**config.mk**
```make
export PLATFORM = sky130hd
export DESIGN_NAME = regfile
export DESIGN_NICKNAME = d
export VERILOG_FILES = /design/src/rtl/regfile_pkg.sv /design/src/rtl/regfile_lookup.sv /design/src/rtl/regfile.sv
export SDC_FILE = /design/constraint.sdc
export NUM_CORES = 2
export LEC_CHECK = 0
export CORE_UTILIZATION = 48
export DETAILED_ROUTE_END_ITERATION = 10
export PLACE_DENSITY = 0.68
export SKIP_CTS_REPAIR_TIMING = 1
export SYNTH_ARGS = -nofsm -noshare
export SYNTH_HDL_FRONTEND = slang
export SYNTH_HIERARCHICAL = 1
export SYNTH_SLANG_ARGS = --single-unit
```
**constraint.sdc**
```tcl
create_clock -name clk_in -period 52.8 [get_ports clk_in]
set_input_delay 10.56 -clock clk_in [delete_from_list [all_inputs] [get_ports clk_in]]
set_output_delay 10.56 -clock clk_in [all_outputs]
set_load 0.05 [all_outputs]
```
**src/rtl/regfile_pkg.sv**
```systemverilog
// Shared sizing constants for the architectural register file.
//   ROB_WIDTH : width of a reorder-buffer slot id
//   ROB_SIZE  : number of ROB slots
//   REG_NUM   : number of architectural registers (x0..x31)
//   REG_ID_W  : width of an architectural register index
package regfile_pkg;
    localparam int ROB_WIDTH = 3;
    localparam int ROB_SIZE  = 1 << ROB_WIDTH;
    localparam int REG_NUM   = 32;
    localparam int REG_ID_W  = 5;
endpackage

```
**src/rtl/regfile_lookup.sv**
```systemverilog
// One source-operand lookup port with same-cycle commit bypass.
// Ports:
//   reg_id             register being looked up
//   reg_dep/reg_tag    stored in-flight flag and producer tag of that register
//   reg_val            stored architectural value of that register
//   commit_*           ROB commit port, used for the bypass
//   has_dep/rob_id/val lookup result (rob_id 0 when no dep, val 0 when dep)
import regfile_pkg::*;

module regfile_lookup #(
    parameter int ROB_WIDTH = regfile_pkg::ROB_WIDTH
) (
    input  logic [REG_ID_W-1:0]  reg_id,
    input  logic                 reg_dep,
    input  logic [ROB_WIDTH-1:0] reg_tag,
    input  logic [31:0]          reg_val,
    input  logic                 commit_ready,
    input  logic [ROB_WIDTH-1:0] commit_rob_id,
    input  logic [REG_ID_W-1:0]  commit_reg_id,
    input  logic [31:0]          commit_val,
    output logic                 has_dep,
    output logic [ROB_WIDTH-1:0] rob_id,
    output logic [31:0]          val
);
    always_comb begin
        has_dep = 1'b0;
        rob_id  = '0;
        val     = '0;
        if (reg_id == '0) begin
            // x0 reads as constant zero
        end else if (reg_dep && commit_ready && commit_reg_id == reg_id
                     && commit_rob_id == reg_tag) begin
            // the producer we wait on is committing right now
            val = commit_val;
        end else if (reg_dep) begin
            has_dep = 1'b1;
            rob_id  = reg_tag;
        end else begin
            val = reg_val;
        end
    end
endmodule

```
**src/rtl/regfile.sv**
```systemverilog
// Architectural register file with rename tags.
// Holds REG_NUM x 32-bit values and, per register, the ROB id of the youngest
// in-flight producer. Two combinational source lookups return either a ready
// value or a dependency tag.
// Ports:
//   clk_in, rst_in (async, active high), rdy_in (state advances only when high)
//   clear                  mispredict flush: drops all tags, same-cycle issue
//   issue_*                decoder rename of rd to a ROB slot
//   rs1_id, rs2_id         source registers to look up
//   commit_*               ROB commit of a register write
//   search_*_1, search_*_2 lookup results for rs1 and rs2
import regfile_pkg::*;

module regfile #(
    parameter int ROB_WIDTH = regfile_pkg::ROB_WIDTH,
    parameter int REG_NUM   = regfile_pkg::REG_NUM
) (
    input  logic                 clk_in,
    input  logic                 rst_in,
    input  logic                 rdy_in,
    input  logic                 clear,
    input  logic                 issue_valid,
    input  logic [REG_ID_W-1:0]  issue_rd,
    input  logic [ROB_WIDTH-1:0] issue_rob_id,
    input  logic [REG_ID_W-1:0]  rs1_id,
    input  logic [REG_ID_W-1:0]  rs2_id,
    input  logic                 commit_ready,
    input  logic [ROB_WIDTH-1:0] commit_rob_id,
    input  logic [REG_ID_W-1:0]  commit_reg_id,
    input  logic [31:0]          commit_val,
    output logic                 search_has_dep_1,
    output logic [ROB_WIDTH-1:0] search_rob_id_1,
    output logic [31:0]          search_val_1,
    output logic                 search_has_dep_2,
    output logic [ROB_WIDTH-1:0] search_rob_id_2,
    output logic [31:0]          search_val_2
);
    logic [31:0]          value_q   [REG_NUM];
    logic [ROB_WIDTH-1:0] tag_q     [REG_NUM];
    logic [REG_NUM-1:0]   dep_valid_q;

    always_ff @(posedge clk_in or posedge rst_in) begin
        if (rst_in) begin
            for (int i = 0; i < REG_NUM; i++) begin
                value_q[i] <= '0;
                tag_q[i]   <= '0;
            end
            dep_valid_q <= '0;
        end else if (rdy_in) begin
            if (commit_ready && commit_reg_id != '0) begin
                value_q[commit_reg_id] <= commit_val;
                // a younger producer keeps ownership unless this is its tag
                if (tag_q[commit_reg_id] == commit_rob_id)
                    dep_valid_q[commit_reg_id] <= 1'b0;
            end
            // later assignments override the commit so issue wins on a clash
            if (clear) begin
                dep_valid_q <= '0;
                for (int i = 0; i < REG_NUM; i++)
                    tag_q[i] <= '0;
            end else if (issue_valid && issue_rd != '0) begin
                dep_valid_q[issue_rd] <= 1'b1;
                tag_q[issue_rd]       <= issue_rob_id;
            end
        end
    end

    regfile_lookup #(.ROB_WIDTH(ROB_WIDTH)) u_lookup_1 (
        .reg_id        (rs1_id),
        .reg_dep       (dep_valid_q[rs1_id]),
        .reg_tag       (tag_q[rs1_id]),
        .reg_val       (value_q[rs1_id]),
        .commit_ready  (commit_ready),
        .commit_rob_id (commit_rob_id),
        .commit_reg_id (commit_reg_id),
        .commit_val    (commit_val),
        .has_dep       (search_has_dep_1),
        .rob_id        (search_rob_id_1),
        .val           (search_val_1)
    );

    regfile_lookup #(.ROB_WIDTH(ROB_WIDTH)) u_lookup_2 (
        .reg_id        (rs2_id),
        .reg_dep       (dep_valid_q[rs2_id]),
        .reg_tag       (tag_q[rs2_id]),
        .reg_val       (value_q[rs2_id]),
        .commit_ready  (commit_ready),
        .commit_rob_id (commit_rob_id),
        .commit_reg_id (commit_reg_id),
        .commit_val    (commit_val),
        .has_dep       (search_has_dep_2),
        .rob_id        (search_rob_id_2),
        .val           (search_val_2)
    );
endmodule

```
==> flow_results.org <==
** Outcome
- Status :: finished clean

** Critical path
- STA puts the critical path data arrival time at 16.45 ns.
- Crit Reg-Reg Endpoint :: dep_valid_q[25]
- The setup path with the least slack is of type in2out.
- Setup slack of the most critical reg-to-reg path :: around 50 ns
- The most critical setup path has its endpoint at search_val_1[29].
- Path length in cells of the critical path :: 12
- The most critical setup path has its startpoint at rs1_id[0].
- The number of cells on the worst reg-to-reg path is 6.
- Endpoint type of the worst setup path :: primary output
- Cell breakdown of the critical path :: buf_8, buf_4, buf_12, mux4_2, mux4_2, mux2_2, xor2_1, nor3_1, and4_2, buf_4, a22o_1, clkdlybuf4s50_1
- STA classifies the critical path startpoint as a primary input.
- WP data required :: 42.24 ns
- Family with the most delay on the worst path :: buffers and inverters
- Together, buffers and inverters on the worst path number 5.
- Biggest cell delay along the critical path :: between 0.8 and 0.9 ns
- In this run the critical register-to-register path is launched from tag_q[8].
- Along the worst path, the maximum fanout reaches 98.
- Slowest cell on the critical path :: sky130_fd_sc_hd__clkdlybuf4s50_1

** STA
- Dividing the final minimum period by the clock period gives between 50% and 60%.
- Layout Skew :: 0.0328 ns
- The max-slew violation count is 0.
- In the final timing run, aggregate negative setup slack is 0 ns.
- Timing would allow up to 37.0 MHz.
- Setup repair after global routing left no endpoint under its margin.
- Final Hold Viols :: 0
- Worst-margin pin slew :: 1.23 ns
- The smallest clock period supported by the final layout is computed as 27.01 ns.
- Hold timing on the final database bottoms out at a slack of 0.393 ns.
- Endpoints failing setup :: 0
- Headroom to the max-slew limit came out at about 18%.

** Floorplanning
- The initial utilization of the core area, before any placement, comes to 48.6%.
- In this run the vertical extent of the chip is around 370 um.
- Number of top-level pins :: 136
- The floorplan has 132 rows.
- From left edge to right edge, the die measures around 370 um.
- After floorplanning, the core was sized to cover 0.130 sq mm.
- The die covers 0.133 sq mm.

** Routing
- 1st-iter DRT viols :: 3718
- The first TritonRoute pass finished after 7 iterations.
- Final routed wire length divided by cell count :: 31.5 um
- Final ANT Viol Nets :: 0
- Routed vias :: 39400
- Final wirelength :: 183000 um
- After detailed routing, the number of remaining DRC violations is 0.
- After detailed routing, the number of vias per cell comes to between 6 and 7.

** Place
- Once detailed placement completed, the half-perimeter wirelength came to 100000 um.
- Placed instance area :: 0.0659 sq mm
- The congestion estimate from routability-driven global placement came to 0.853.
- Count of port buffers added during placement :: 135

** Clock tree
- The tree is rooted in a sky130_fd_sc_hd__clkbuf_16.
- Clock tree from TritonCTS :: built
- Clock-pin slew was measured on the worst setup and hold paths at 0.05 ns.
- The clock reaches the later pin of the worst-skew pair after 0.75 ns.
- Maximum number of buffers from clock root to sink :: 3
- # H-tree levels :: 4
- Number of buffers created by CTS :: 130
- CTS sink count :: between 1000 and 1500

** Layout
- Cells fill 53.8% of the core in the end.
- From synthesis to final layout, the design area changed by 10.7%.
- The post-route netlist has roughly 53% of its cells at a drive strength greater than 1.
- The net count of the finished layout is 4046.
- Cell area after layout :: 0.0702 sq mm
- The repair_antennas step left the layout with diodes totalling 0.

** Global routing
- Global routing consumed, over all layers together, between 20% and 30% of the routing resources.
- The total overflow left after global routing is 0.
- Entering global routing, the biggest net connects around 150 pins.
- The number of global-route vias before repair was 40400.
- Antenna violations before repair :: 5
- The first global-routing pass estimated about 280000 um of wire.

** Synthesis
- Yosys mapped a number of flops with a built-in enable equal to 0.
- By instance count, the leading cell after synthesis is sky130_fd_sc_hd__dfrtp_1.
- Share of synthesized flip-flops with an asynchronous set or reset :: 100%
- Among all flip-flop cells after synthesis, the most frequent one is sky130_fd_sc_hd__dfrtp_1.
- Area share of the largest cell type after synthesis :: 45.5%
- Library cell occupying the most area in the post-synthesis netlist :: sky130_fd_sc_hd__dfrtp_1
- Number of cells produced by synthesis :: 4097
- Cells taking the most area after synthesis :: sky130_fd_sc_hd__dfrtp_1 45%, sky130_fd_sc_hd__mux4_2 26%, sky130_fd_sc_hd__mux2_2 19%
- Cell Area, Synth :: 0.0634 sq mm
- In this run, synthesis produced a sequential element count of 1152.
- Share of the yosys chip area belonging to registers :: 45.5%
- Each instance of the synthesized netlist takes up on average 15.5 sq um.
- The number of nets handed over by synthesis was 4161.
- Cell variety after synth :: 44
- Yosys printed 6 warnings.
- Most instantiated cells after synthesis :: 1152 x sky130_fd_sc_hd__dfrtp_1, 1064 x sky130_fd_sc_hd__mux2_2, 720 x sky130_fd_sc_hd__mux4_2

** Pwr
- Power Density :: 34.7 mW/mm^2
- For this design the static power due to leakage is 30.3 nW.
- VDD sags by at most approximately 0.000030 V.

** Hold path
- In this run the worst hold path is classified as reg2reg.

** Job
- Number of violations of the max-capacitance limit :: 0
through the flow:
step                worst slack (ns)  std cells  power (mW)
global route                   25.38       5818        2.52
global placement               25.70       5592        1.52
floorplan                       9.79       4097        1.41
CTS                            25.66       5818        2.45
detailed placement             25.68       5592        1.53
finish                         25.79       5818        2.43
power breakdown:
group          total [mW]  internal (mW)  switching [mW]
Sequential           1.07          0.990          0.0772
Combinational       0.451          0.252           0.199
Clock               0.915          0.546           0.369
worst reg2reg max path, stage by stage, from the launching register on:
cell                      delay, ns
sky130_fd_sc_hd__dfrtp_1       0.42
sky130_fd_sc_hd__mux2i_1       0.27
sky130_fd_sc_hd__o22ai_1       0.14
sky130_fd_sc_hd__nor4_1        0.32
sky130_fd_sc_hd__nand2_1       0.19
sky130_fd_sc_hd__xnor2_4       0.78
sky130_fd_sc_hd__a41oi_1       0.32
cell families after synthesis:
family	count (synthesis)	share of synthesized area, %
compound gates	309	3.34
xor+xnor	17	0.247
mux	1832	45.3
buf+inv	497	3.32
flops	1152	45.5
simple gates	290	2.35
cells in the final DEF (no fill, tap or decap), drive strengths merged, types with 4 or more instances in the layout:
cell type and n:
a31oi 15, nand4b 4, clkdlybuf4s50 122, nand4bb 4
and4 8, clkinvlp 4, clkbuf 188, dfrtp 1152
and3 4, bufinv 9, buf 89, nand3b 8
o21ai 115, mux4 720, clkinv 23, o22ai 61
mux2i 48, nand3 10, mux2 1064, inv 41
or4b 4, nand2 112, a22o 64, and2 35
a2bb2oi 31, nor4 9, nor3b 4, nor3 12
nor2 66, xor2 16, a21oi 4, a41oi 16
final cells by class:
class	count	area [sq um]
fill	10400	60200
multi-input combinational	2448	32700
sequential	1152	28800
clock buffer	188	3830
tap	1742	2180
timing repair buffer	211	1990
clock inverter	38	455
inverter	39	154
layer usage:
layer / up-vias / global-route usage [%] / routed length (um)
li1: 15800 / - / -
met1: 21600 / 39.2 / 75100
met2: 1614 / 44.0 / 87700
met3: 377 / 6.00 / 13700
met4: 8 / 10.1 / 6480
met5: - / 0 / 58
how the worst min path moves through the flow:
stage / from / to / slack, ns / cells after the start
2_1_floorplan: value_q[1000] / value_q[1000] / 0.44 / 1
3_3_place_gp: value_q[999] / value_q[999] / 0.38 / 0
3_5_place_dp: value_q[1005] / value_q[1005] / 0.38 / 0
4_1_cts: value_q[1004] / value_q[1004] / 0.40 / 0
5_1_grt: value_q[996] / value_q[996] / 0.41 / 0
6_report: value_q[1009] / value_q[1009] / 0.39 / 0
sequential cells by signal (all words and copies together) (netlist names):
signal,cells
dep_valid_q,32
tag_q,96
value_q,1024
Power figures use the tool's default switching activity.
